--- src/rtl/param_count_stream.sv ---
// Up/down counter (wrapping or saturating) whose every counted value is pushed
// into a small first-word-fall-through output FIFO with a sticky drop flag.
module param_count_stream #(
  parameter int WIDTH    = 8,
  parameter int DEPTH    = 4,
  parameter int STEP     = 1,
  parameter int SATURATE = 0
) (
  input  logic                     clk,
  input  logic                     rst,
  input  logic                     en,
  input  logic                     down,
  input  logic                     load,
  input  logic [WIDTH-1:0]         load_val,
  input  logic                     out_ready,
  input  logic                     clr_ovf,
  output logic [WIDTH-1:0]         count,
  output logic [WIDTH-1:0]         out_data,
  output logic                     dr,
  output logic [$clog2(DEPTH):0]   level,
  output logic                     full,
  output logic                     overflow
);

  localparam int PTR_W = $clog2(DEPTH);
  localparam int LVL_W = PTR_W + 1;
  localparam logic [WIDTH:0] STEP_EXT = (WIDTH+1)'(STEP);

  logic [WIDTH-1:0] count_reg, count_next;
  logic [PTR_W-1:0] wr_ptr_reg, wr_ptr_next;
  logic [PTR_W-1:0] rd_ptr_reg, rd_ptr_next;
  logic [LVL_W-1:0] level_reg, level_next;
  logic             ovf_reg, ovf_next;
  logic [WIDTH-1:0] mem_reg [DEPTH];

  logic [WIDTH:0]   sum_up, diff_dn;
  logic [WIDTH-1:0] step_val;
  logic             fifo_empty, fifo_full;
  logic             pop, push_req, push, drop;
  logic [DEPTH-1:0] wr_en;

  // One extra bit on the arithmetic exposes carry (up) or borrow (down).
  always_comb begin
    sum_up  = {1'b0, count_reg} + STEP_EXT;
    diff_dn = {1'b0, count_reg} - STEP_EXT;
    if (down) begin
      if (SATURATE != 0 && diff_dn[WIDTH]) step_val = '0;
      else                                 step_val = diff_dn[WIDTH-1:0];
    end else begin
      if (SATURATE != 0 && sum_up[WIDTH])  step_val = '1;
      else                                 step_val = sum_up[WIDTH-1:0];
    end
  end

  always_comb begin
    fifo_empty = (level_reg == '0);
    fifo_full  = (level_reg == LVL_W'(DEPTH));
    pop        = !fifo_empty && out_ready;
    push_req   = en && !load;
    // A simultaneous pop frees a slot, so a full FIFO can still accept.
    push       = push_req && (!fifo_full || pop);
    drop       = push_req && fifo_full && !pop;

    count_next = count_reg;
    if (load)    count_next = load_val;
    else if (en) count_next = step_val;

    wr_ptr_next = push ? wr_ptr_reg + PTR_W'(1) : wr_ptr_reg;
    rd_ptr_next = pop  ? rd_ptr_reg + PTR_W'(1) : rd_ptr_reg;

    level_next = level_reg;
    case ({push, pop})
      2'b10:   level_next = level_reg + LVL_W'(1);
      2'b01:   level_next = level_reg - LVL_W'(1);
      default: level_next = level_reg;
    endcase

    ovf_next = ovf_reg;
    if (drop)         ovf_next = 1'b1;
    else if (clr_ovf) ovf_next = 1'b0;
  end

  for (genvar gi = 0; gi < DEPTH; gi++) begin : g_wr_en
    assign wr_en[gi] = push && (wr_ptr_reg == PTR_W'(gi));
  end

  always_ff @(posedge clk) begin
    for (int i = 0; i < DEPTH; i++) begin
      if (wr_en[i]) mem_reg[i] <= step_val;
    end
  end

  always_ff @(posedge clk or negedge rst) begin
    if (!rst) begin
      count_reg  <= '0;
      wr_ptr_reg <= '0;
      rd_ptr_reg <= '0;
      level_reg  <= '0;
      ovf_reg    <= 1'b0;
    end else begin
      count_reg  <= count_next;
      wr_ptr_reg <= wr_ptr_next;
      rd_ptr_reg <= rd_ptr_next;
      level_reg  <= level_next;
      ovf_reg    <= ovf_next;
    end
  end

  // Status is a pure function of registered state; out_data is masked when empty.
  assign count    = count_reg;
  assign level    = level_reg;
  assign dr       = !fifo_empty;
  assign full     = fifo_full;
  assign overflow = ovf_reg;
  assign out_data = fifo_empty ? '0 : mem_reg[rd_ptr_reg];

endmodule

--- config.mk ---
export PLATFORM = sky130hd
export DESIGN_NAME = param_count_stream
export DESIGN_NICKNAME = d
export VERILOG_FILES = /design/src/rtl/param_count_stream.sv
export SDC_FILE = /design/constraint.sdc
export NUM_CORES = 1
export LEC_CHECK = 0
export ABC_AREA = 1
export CAP_MARGIN = 20
export CORE_MARGIN = 10
export CORE_UTILIZATION = 54
export DETAILED_ROUTE_END_ITERATION = 8
export PLACE_DENSITY = 0.83
export REMOVE_ABC_BUFFERS = 1
export SYNTH_ARGS = -nofsm -noshare
export SYNTH_HDL_FRONTEND = slang
export SYNTH_SLANG_ARGS = --single-unit
--- constraint.sdc ---
create_clock -name clk -period 2.2 [get_ports clk]
set_input_delay 0.66 -clock clk [delete_from_list [all_inputs] [get_ports clk]]
set_output_delay 0.66 -clock clk [all_outputs]
set_load 0.02 [all_outputs]
Word level (Yosys, flattened, before mapping) --
Memories as Yosys holds them, arrays and structs flattened. Index checks and enable logic that the tools add are counted.
Operators by class: add/sub/neg operators 6, equal/unequal tests 6, multiplexer cells 24, reduce and logical (&&, ||, !) cells 22
Operators by type and width (number):
- two-way mux 8 bit | 7
- OR reduction 8 bit | 3
- two-way mux 1 bit | 13
- logical AND 1 bit | 9
- adder 8 x 1 -> 8 bit, second input constant | 1
- subtractor 8 x 1 -> 8 bit, second input constant | 1
- equality test 2 bit, second input constant | 3
- two-way mux 2 bit | 3
- case mux 3 bit (2 select lines) | 1
- nonzero test 2 bit | 3
- adder 2 x 1 -> 2 bit, second input constant | 2
- equality test 2 x 1 -> 1 bit, second input constant | 2
- zero test 1 bit | 4
- adder 3 x 1 -> 3 bit, second input constant | 1
- equality test 3 bit, second input constant | 1
- zero test 3 bit | 1
- subtractor 3 x 1 -> 3 bit, second input constant | 1
- zero test 2 bit | 1
- logical OR 1 bit | 1
Word-level totals: register bits after elaboration 16, memory bits (writable) 32, logic and storage cells 64, memories 1
Memories:
- mem_reg | words 4, width 8, read ports 1, clocked after Yosys merged registers in 0, write ports 1, line 34 | logic [WIDTH-1:0] mem_reg [DEPTH];

Longest topological paths before layout --
Gate-level depths: netlist of run 1.
depth in word-level cells 12, gate-level depth with buffers 10, mapped depth without buffers 10

Worst setup path before layout of run 1 --
No wires, ideal clock.
path type input to register, start input down, end memory mem_reg[0][6], data pin, data arrival time 1702 ps, required time 1937 ps, slack 235 ps, cell stages on the path 7, cell sequence inv_1 > fa_1 > o21ai_1 > nand3b_1 > nand2_1 > nand2_1 > and2_1
Between the ends: longest elaborated chain between the ends 4
Ends and longest elaborated chain:
- from (decl) | line 12 | input logic down,
- two-way mux 8 bit (*) | line 46 | if (down) begin
- named net step_val[6] | line 37 | logic [WIDTH-1:0] step_val;
- two-way mux 8 bit (no line) (2 in series)
- two-way mux 8 bit (no line) (*)
- to (decl) | line 34
Mark *: on every way through the listed nets, which the timed path passes. The rest lies on a longest branch.

Worst setup path in the final report of run 1 --
start input down, end memory mem_reg[0][7], data pin
The elaborated chain is that of the path after synthesis.

==> results of run 1 <==
-- cell usage in the layout, fill, tap and decap left out, types with 2 or more instances in the layout --
cell type,netlist,routed
nand2_2,2,2
nor2_2,2,2
ha_1,10,7
buf_6,1,2
edfxtp_1,32,32
clkinv_2,0,2
nand3_1,13,13
and2_1,3,2
clkbuf_8,0,5
nand2_1,42,42
inv_1,28,28
dlygate4sd2_1,0,2
nand2_4,2,2
xnor2_2,0,2
a22oi_1,4,4
nand3b_1,3,3
buf_2,2,4
ha_4,0,3
a21oi_1,13,12
clkdlybuf4s50_1,0,26
xor2_1,3,3
buf_4,3,31
o21ai_0,17,17
dfrtp_1,16,15
nor2_1,42,42
-- layout make-up --
cell class / count / share of cell area [%]
flip-flops and latches: 48 / 42.3
multi-input cells: 168 / 31.7
repair buffers: 66 / 17.8
clock inverters: 3 / 0.427
well taps: 52 / 2.02
inverters: 30 / 3.73
clock buffers: 5 / 2.13
-- routing by layer --
metal  wire, µm  up-vias
met2       2960       44
met1       2200      871
met5          0        -
met4         44        0
met3        367        6
li1           -      957
-- worst max path at each step --
stage / end / slack (ps) / cells after the start
after detailed placement: mem_reg[1][6]$_DFFE_PP_ / -320 / 8
final: mem_reg[0][7]$_DFFE_PP_ / 20 / 8
after global routing: mem_reg[0][7]$_DFFE_PP_ / -50 / 8
after floorplan: mem_reg[0][6]$_DFFE_PP_ / 240 / 7
after CTS: out_data[1] / 6 / 5
after global placement: mem_reg[0][6]$_DFFE_PP_ / -290 / 8
-- worst register-to-register path: cells and delay by family, from the launching register on --
kind,cells,cell delay (ps)
buffers and inverters,1,150
flip-flops,1,400
AO/OA/AOI/OAI,1,150
adder cells (fa/ha/maj),1,400
AND/OR/NAND/NOR,4,380
-- logic make-up after synthesis --
logic type | after synthesis | synth area share (%)
AOI/OAI and AO/OA | 36 | 8.14
xor gates and xnor gates | 6 | 2.12
adders and majority gates | 12 | 6.68
buffers and inverters | 36 | 6.32
DFF | 48 | 55.0
and+or+nand+nor | 114 | 21.7
-- power by group through the flow --
| stage | Clock, mW | Combinational (mW) | Sequential (mW) |
|---|---|---|---|
| 5_1_grt | 0.546 | 2.12 | 1.30 |
| 6_report | 0.491 | 1.91 | 1.29 |
| 4_1_cts | 0.510 | 1.81 | 1.28 |
| 3_5_place_dp | 0 | 1.91 | 1.29 |
| 2_1_floorplan | 0 | 0.925 | 1.40 |
| 3_3_place_gp | 0 | 1.83 | 1.28 |
-- timing repair --
item | CTS | global route
cloned | 0 | 1
setup endpoints to repair | 10 | 26
pin swaps | 0 | 3
resized for setup | 34 | 20
==> results.json, run 1 <==
{
  "gr-usage-met3_pct": 5.76,
  "path_cells": "clkdlybuf4s50_1 > buf_6 > ha_1 > nand2_1 > inv_1 > a21oi_2 > nand3_1 > and2_1",
  "cts-root-buf": "clkbuf_8",
  "p_total_mw": 3.68,
  "p_seq_share_pct": 34.9,
  "p_sw_mw": 1.48,
  "nets": 346,
  "initial_core_util_pct": 56.4,
  "met2_usage_pct": 25.7,
  "drt_first_pass_iters": 4,
  "postCtsSetupRepairBufs": 0,
  "worstHoldStart": "overflow$_DFFE_PN0P_",
  "path_buf_inv": 3,
  "r2r_cells": 7,
  "end_kind": "flip-flop",
  "antenna_found_initial": 0,
  "worstPathRequired_ps": 2250,
  "run_status": "finished clean",
  "max_freq_ghz": 0.458,
  "dp_hpwl_um": 4070,
  "drive_above_1_share_pct": 21.3,
  "maxSlewViolCount": 0,
  "grt_max_degree": 18,
  "grt_usage_pct": 14.8,
  "clk_pin_slew_worst_paths_ps": 80,
  "path_class": "in -> reg",
  "synth.distinct_cells": 29,
  "ys_seq_elements": 48,
  "p_sw_share_pct": 40.2,
  "multiInputGateArea_um2": 1020,
  "synth_edf_count": 32,
  "place.gp.congestion": 0.808,
  "crit_family": "buffers and inverters",
  "drt_wl_total_um": 5580,
  "via_per_inst": 5.05,
  "clkPwrFrac_pct": 13.3,
  "synth_commonest_cells": "nand2_1, nor2_1, edfxtp_1",
  "intPower_mw": 2.20,
  "dp.cells": 363,
  "vias": 1878,
  "hold_violations": 0,
  "worstHoldPathType": "reg -> reg",
  "maxSlewHeadroom_pct": 79.5,
  "r2r-end": "mem_reg[2][6]$_DFFE_PP_",
  "synth_flop_cell": "edfxtp_1",
  "p_leak_nw": 1.43,
  "ys_warn_count": 0,
  "cp_slowest_cell": "clkdlybuf4s50_1",
  "yosysTopAreaCell": "edfxtp_1",
  "worst-r2r-setup-slack_ps": 490,
  "area_delta_synth_final_pct": 30.3,
  "r2r_start": "count[0]$_DFFE_PN0P_",
  "ys_seq_area_share_pct": 55.0,
  "power_frac_comb_pct": 51.7,
  "setup_tns_ps": 0,
  "ant_nets": 0,
  "layout.filler_cells": 322,
  "grt_overflow_total": 0,
  "regArea_um2": 1360,
  "skew_ps": 2.97,
  "die_h_um": 87.7,
  "power_density_nw_per_um2": 1140,
  "fin_cells": 372,
  "tritoncts": "yes",
  "finalCritPeriodShare_pct": 99.2,
  "dieArea_um2": 7690,
  "core_area_um2": 4380,
  "pre_cts_slack_ps": -324,
  "num_antenna_cells": 0,
  "grt_pass1_wl_um": 8880,
  "cp-start-kind": "input pin",
  "slowest_delay_ps": 440,
  "ir_worst_vdd_mv": 0.676,
  "die_x_um": 87.7,
  "layout_min_cycle_time_ps": 2180,
  "route.detailed.drc": 0,
  "synth.area.top_cells": "edfxtp_1, dfrtp_1, nand2_1",
  "min_path_cells": 2,
  "clock_path_buffers": 2,
  "hold_ws_ps": 533,
  "gr-usage-met1_pct": 16.1,
  "tightest_slew_ps": 307,
  "fin_ws_ps": 18.3,
  "clk_latency_ps": 300,
  "num_rows": 24,
  "worst_ep_arrival_time_ps": 2230,
  "top_usage_layer": "met2",
  "syn_area_um2": 2470,
  "final_area_um2": 3220,
  "fin_util_pct": 73.5,
  "largest_reg_flops": 32,
  "synthArstFlopShare_pct": 33.3,
  "post_dp_cell_area_um2": 3090,
  "startpoint": "down",
  "holdPathEnd": "overflow$_DFFE_PN0P_",
  "netlist_instances": 252,
  "grt_pass1_vias": 1915,
  "routedWlPerCell_um": 15.0,
  "hold_buffers": 0,
  "htreeDepth": 2,
  "io_pins": 37,
  "cts_buffers": 5,
  "port_buffers": 36,
  "drt_iter0_drc": 92,
  "max-cap-violations": 0,
  "clock_sinks": 48,
  "cp_max_fo": 7,
  "finalSetupViolations": 0,
  "syn_area_per_cell_um2": 9.82,
  "yosysTopAreaCellShare_pct": 38.8
}
Power figures use the tool's default switching activity.
==> run 2: changes to the inputs <==
GPL_TIMING_DRIVEN = 0   (was unset)
==> run 2 against run 1 <==
Against the previous run:
- global-route usage is 0.72 points lower
- total power rose by 3.3%
- clock power is 28% higher
- combinational power fell by 3%
- design area shrank 3.2%
- sequential cell count did not move
- routed wire length shrank 3.2%
- register-to-register slack lost 210 ps
- non-clock buffer count is 15 lower
- hold slack better by 3.9 ps
- utilization is 2.3 points lower
- critical endpoint is now out_data[1]
- highest routed layer unchanged
==> results.json, run 2 (synthesis results as in run 1) <==
{
  "grt_overflow_total": 0,
  "core_area_um2": 4380,
  "gr-usage-met1_pct": 15.8,
  "dieArea_um2": 7690,
  "final_area_um2": 3120,
  "regArea_um2": 1370,
  "hold_violations": 0,
  "cts-root-buf": "clkbuf_8",
  "finalCritPeriodShare_pct": 98.6,
  "nets": 331,
  "r2r_start": "count[0]$_DFFE_PN0P_",
  "maxSlewViolCount": 0,
  "vias": 1819,
  "io_pins": 37,
  "cp-start-kind": "flip-flop",
  "drt_first_pass_iters": 4,
  "grt_pass1_vias": 1907,
  "route.detailed.drc": 0,
  "grt_max_degree": 18,
  "power_density_nw_per_um2": 1220,
  "run_status": "finished clean",
  "p_total_mw": 3.80,
  "end_kind": "output port",
  "layout_min_cycle_time_ps": 2170,
  "tritoncts": "yes",
  "num_rows": 24,
  "area_delta_synth_final_pct": 26.2,
  "max_freq_ghz": 0.461,
  "final_common_cell": "nand2_1",
  "clock_sinks": 48,
  "startpoint": "rd_ptr_reg[0]$_DFFE_PN0P_",
  "worstPathRequired_ps": 1540,
  "clk_latency_ps": 300,
  "hold_ws_ps": 537,
  "htreeDepth": 2,
  "p_leak_nw": 1.34,
  "post_dp_cell_area_um2": 2860,
  "cts_buffers": 5,
  "setup_tns_ps": 0,
  "dp.cells": 334,
  "drt_iter0_drc": 81,
  "max-cap-violations": 0,
  "die_x_um": 87.7,
  "clock_path_buffers": 2,
  "path_cells": "buf_6 > buf_4 > nor2_1 > nor2_1 > o21ai_0 > a21oi_1 > buf_4",
  "cp_slowest_cell": "dfrtp_2",
  "path_buf_inv": 3,
  "crit_family": "flip-flops",
  "port_buffers": 36,
  "met2_usage_pct": 24.5,
  "initial_core_util_pct": 56.4,
  "place.gp.congestion": 0.726,
  "most-common-layout-cells": "nand2_1, nor2_1, edfxtp_1, inv_1, clkdlybuf4s50_1",
  "die_h_um": 87.7,
  "slowest_delay_ps": 480,
  "drive_above_1_share_pct": 18.0,
  "tightest_slew_ps": 750,
  "grt_usage_pct": 14.1,
  "gr-usage-met3_pct": 5.48,
  "path_class": "reg -> out",
  "skew_ps": 2.94,
  "fin_cells": 357,
  "layout.filler_cells": 313,
  "dp_hpwl_um": 3650,
  "clk_pin_slew_worst_paths_ps": 90,
  "maxSlewHeadroom_pct": 49.8,
  "worstHoldPathType": "reg -> reg",
  "ant_nets": 0,
  "largest_reg_flops": 32,
  "routedWlPerCell_um": 15.1,
  "ir_worst_vdd_mv": 0.453,
  "rsz0062_at_grt": "true",
  "worst_ep_arrival_time_ps": 1510,
  "worstHoldStart": "overflow$_DFFE_PN0P_",
  "top_usage_layer": "met2",
  "drt_wl_total_um": 5400,
  "grt_pass1_wl_um": 8600,
  "finalSetupViolations": 0,
  "num_antenna_cells": 0,
  "via_per_inst": 5.10,
  "multiInputGateArea_um2": 1000,
  "antenna_found_initial": 0,
  "cp_max_fo": 5
}
-- run 2: area by class of cell --
type / count / share of cell area [%]
clock buffer: 5 / 2.20
inverter: 30 / 3.81
tap: 52 / 2.08
sequential: 48 / 43.7
multi-input combinational: 168 / 32.0
clock inverter: 3 / 1.36
timing repair buffer: 51 / 14.8
-- run 2: metrics by stage --
stage	util (%)	setup slack (ps)
after floorplan	-	235
after global placement	65.1	-632
after global routing	71.2	-65.2
after CTS	69.8	-44.7
after detailed placement	65.1	-706
final	71.2	31.3
-- run 2: path summary, 6_finish.rpt --
check / end / slack [ps] / cells past startpoint
max reg2reg: mem_reg[0][6]$_DFFE_PP_ / 280 / 7
min in group asynchronous: overflow$_DFFE_PN0P_ / 800 / 1
max in group asynchronous: rd_ptr_reg[0]$_DFFE_PN0P_ / 890 / 1
min reg2reg: overflow$_DFFE_PN0P_ / 540 / 2
min: overflow$_DFFE_PN0P_ / 540 / 2
max: out_data[1] / 30 / 7
-- run 2: what timing repair did --
item | 4_1_cts | 5_1_grt
buffers inserted | 10 | 5
pin swaps | 0 | 4
resized for setup | 49 | 19
setup endpoints to repair | 66 | 12
hold buffers | 0 | 0
-- run 2: worst min-delay path, cell delays in order, from the launching register on --
cell	delay (ps)
dfrtp_1	380
inv_1	50
o21ai_0	70
-- run 2: report_power, final --
part           internal [mW]  leakage [nW]  total (mW)  switching [mW]
clock                  0.337        0.0558       0.627           0.290
sequential              1.19         0.477        1.31           0.123
combinational          0.785         0.809        1.86            1.08
total                   2.31          1.34        3.80            1.49
-- run 2: routing by layer --
layer,vias up,wire [µm]
met5,-,0
met4,0,128
met1,829,2220
li1,933,-
met2,48,2710
met3,9,347
==> run 3: changes to the inputs <==
CORE_UTILIZATION = 40   (was 54)
PLACE_DENSITY = 0.65   (was 0.83)
==> run 3 against run 2 <==
Against the previous run:
- total power down 3.6%
- global-route usage decreased by 3.2 points
- sequential share of layout area increased by 0.11 points
- final cell count up 5.9%
- via count fell by 2.9%
- largest cell class unchanged
==> results.json, run 3 (synthesis results as in run 1) <==
{
  "run_status": "finished clean",
  "tightest_slew_ps": 722,
  "setup_tns_ps": 0,
  "worstHoldPathType": "reg -> reg",
  "worstPathRequired_ps": 1540,
  "drt_first_pass_iters": 4,
  "clk_latency_ps": 290,
  "finalSetupViolations": 0,
  "die_x_um": 98.6,
  "path_class": "reg -> out",
  "vias": 1766,
  "grt_overflow_total": 0,
  "htreeDepth": 2,
  "drive_above_1_share_pct": 17.2,
  "drt_wl_total_um": 5220,
  "worstHoldStart": "overflow$_DFFE_PN0P_",
  "grt_pass1_wl_um": 8800,
  "antenna_found_initial": 0,
  "worst_ep_arrival_time_ps": 1480,
  "grt_pass1_vias": 1879,
  "final_common_cell": "nand2_1",
  "cts_buffers": 5,
  "ant_nets": 0,
  "max-cap-violations": 0,
  "maxSlewViolCount": 0,
  "finalCritPeriodShare_pct": 97.2,
  "initial_core_util_pct": 41.5,
  "drt_iter0_drc": 52,
  "post_dp_cell_area_um2": 2880,
  "routedWlPerCell_um": 13.8,
  "hold_violations": 0,
  "num_antenna_cells": 0,
  "route.detailed.drc": 0,
  "r2r_cells": 7,
  "area_delta_synth_final_pct": 25.9,
  "p_leak_nw": 1.33,
  "r2r_start": "count[0]$_DFFE_PN0P_",
  "largest_reg_flops": 32,
  "clock_path_buffers": 2,
  "end_kind": "output port",
  "tritoncts": "yes",
  "rsz0062_at_grt": "true",
  "cts-root-buf": "clkbuf_8",
  "grt_max_degree": 18,
  "core_area_um2": 5960,
  "place.gp.congestion": 0.719,
  "max_freq_ghz": 0.468,
  "layout.filler_cells": 546,
  "num_rows": 28,
  "die_h_um": 98.6,
  "hold_buffers": 0,
  "dieArea_um2": 9730,
  "cp-start-kind": "flip-flop",
  "hold_ws_ps": 530,
  "holdPathEnd": "overflow$_DFFE_PN0P_",
  "fin_util_pct": 52.3,
  "layout_min_cycle_time_ps": 2140,
  "dp_hpwl_um": 3610,
  "ir_worst_vdd_mv": 0.581,
  "final_area_um2": 3110,
  "nets": 329,
  "min_path_cells": 2,
  "dp.cells": 357,
  "worst-r2r-setup-slack_ps": 270,
  "power_density_nw_per_um2": 1180,
  "skew_ps": 8.55,
  "clk_pin_slew_worst_paths_ps": 80,
  "via_per_inst": 4.67,
  "io_pins": 37,
  "maxSlewHeadroom_pct": 51.7,
  "path_cells": "nor2_4 > nand2_4 > clkinvlp_4 > buf_4 > a21oi_1 > buf_4",
  "port_buffers": 36,
  "grt_usage_pct": 10.9,
  "r2r-end": "mem_reg[2][6]$_DFFE_PP_",
  "fin_cells": 378,
  "cpMostUsedCell": "buf_4",
  "most-common-layout-cells": "nand2_1, nor2_1, edfxtp_1, inv_1, clkdlybuf4s50_1",
  "cp_max_fo": 7,
  "clock_sinks": 48,
  "slowest_delay_ps": 400,
  "cp_slowest_cell": "dfrtp_1"
}
==> run 3: power by group <==
group / switching, mW / total (mW) / internal [mW]
registers: 0.101 / 1.29 / 1.19
clock network: 0.265 / 0.486 / 0.221
logic: 1.10 / 1.89 / 0.790
==> run 3: critical path, delay by kind of cell, from the launching register on <==
family | cells | cell delay, ps
flip-flops | 1 | 400
AO/OA/AOI/OAI | 1 | 110
AND/OR/NAND/NOR | 2 | 170
buffers and inverters | 3 | 520
==> run 3: timing repair <==
action                     in CTS  in global routing
buffers inserted                8                  5
setup endpoints to repair      67                 11
gates resized for setup        52                 15
pin swaps                       0                  2
==> run 3: layout make-up <==
cell class / count / area [µm²] / area share (%)
Multi-Input combinational cell: 168 / 993 / 31.9
Timing Repair Buffer: 49 / 458 / 14.7
Tap cell: 75 / 93.8 / 3.01
Clock buffer: 7 / 76.3 / 2.45
Clock inverter: 1 / 3.75 / 0.121
Sequential cell: 48 / 1370 / 43.8
Inverter: 30 / 124 / 3.98
==> run 3: worst max-delay path by stage <==
stage | from | endpoint | slack, ps | cells past startpoint
CTS | level[0]$_DFFE_PN0P_ | out_data[6] | -10 | 6
global route | level[1]$_DFFE_PN0P_ | out_data[0] | -50 | 6
finish | level[1]$_DFFE_PN0P_ | out_data[0] | 60 | 6
detailed placement | down | mem_reg[0][6]$_DFFE_PP_ | -710 | 8
global placement | down | mem_reg[1][6]$_DFFE_PP_ | -680 | 8
floorplan | down | mem_reg[0][6]$_DFFE_PP_ | 240 | 7
==> run 3: through the flow <==
| step | worst slack [ps] | power [mW] |
|---|---|---|
| 2_1_floorplan | 235 | 2.32 |
| 3_3_place_gp | -677 | 2.93 |
| 3_5_place_dp | -714 | 2.97 |
| 4_1_cts | -12.0 | 3.55 |
| 5_1_grt | -50.3 | 3.98 |
| 6_report | 62.5 | 3.67 |
==> run 3: routing by layer <==
metal  up-vias  track usage, %  share of wire [%]
met5         -               0                  0
met4         0            2.65               0.73
met3         4            3.63                5.3
met2        32            19.1                 50
met1       806            12.5                 43
li1        924               -                  -
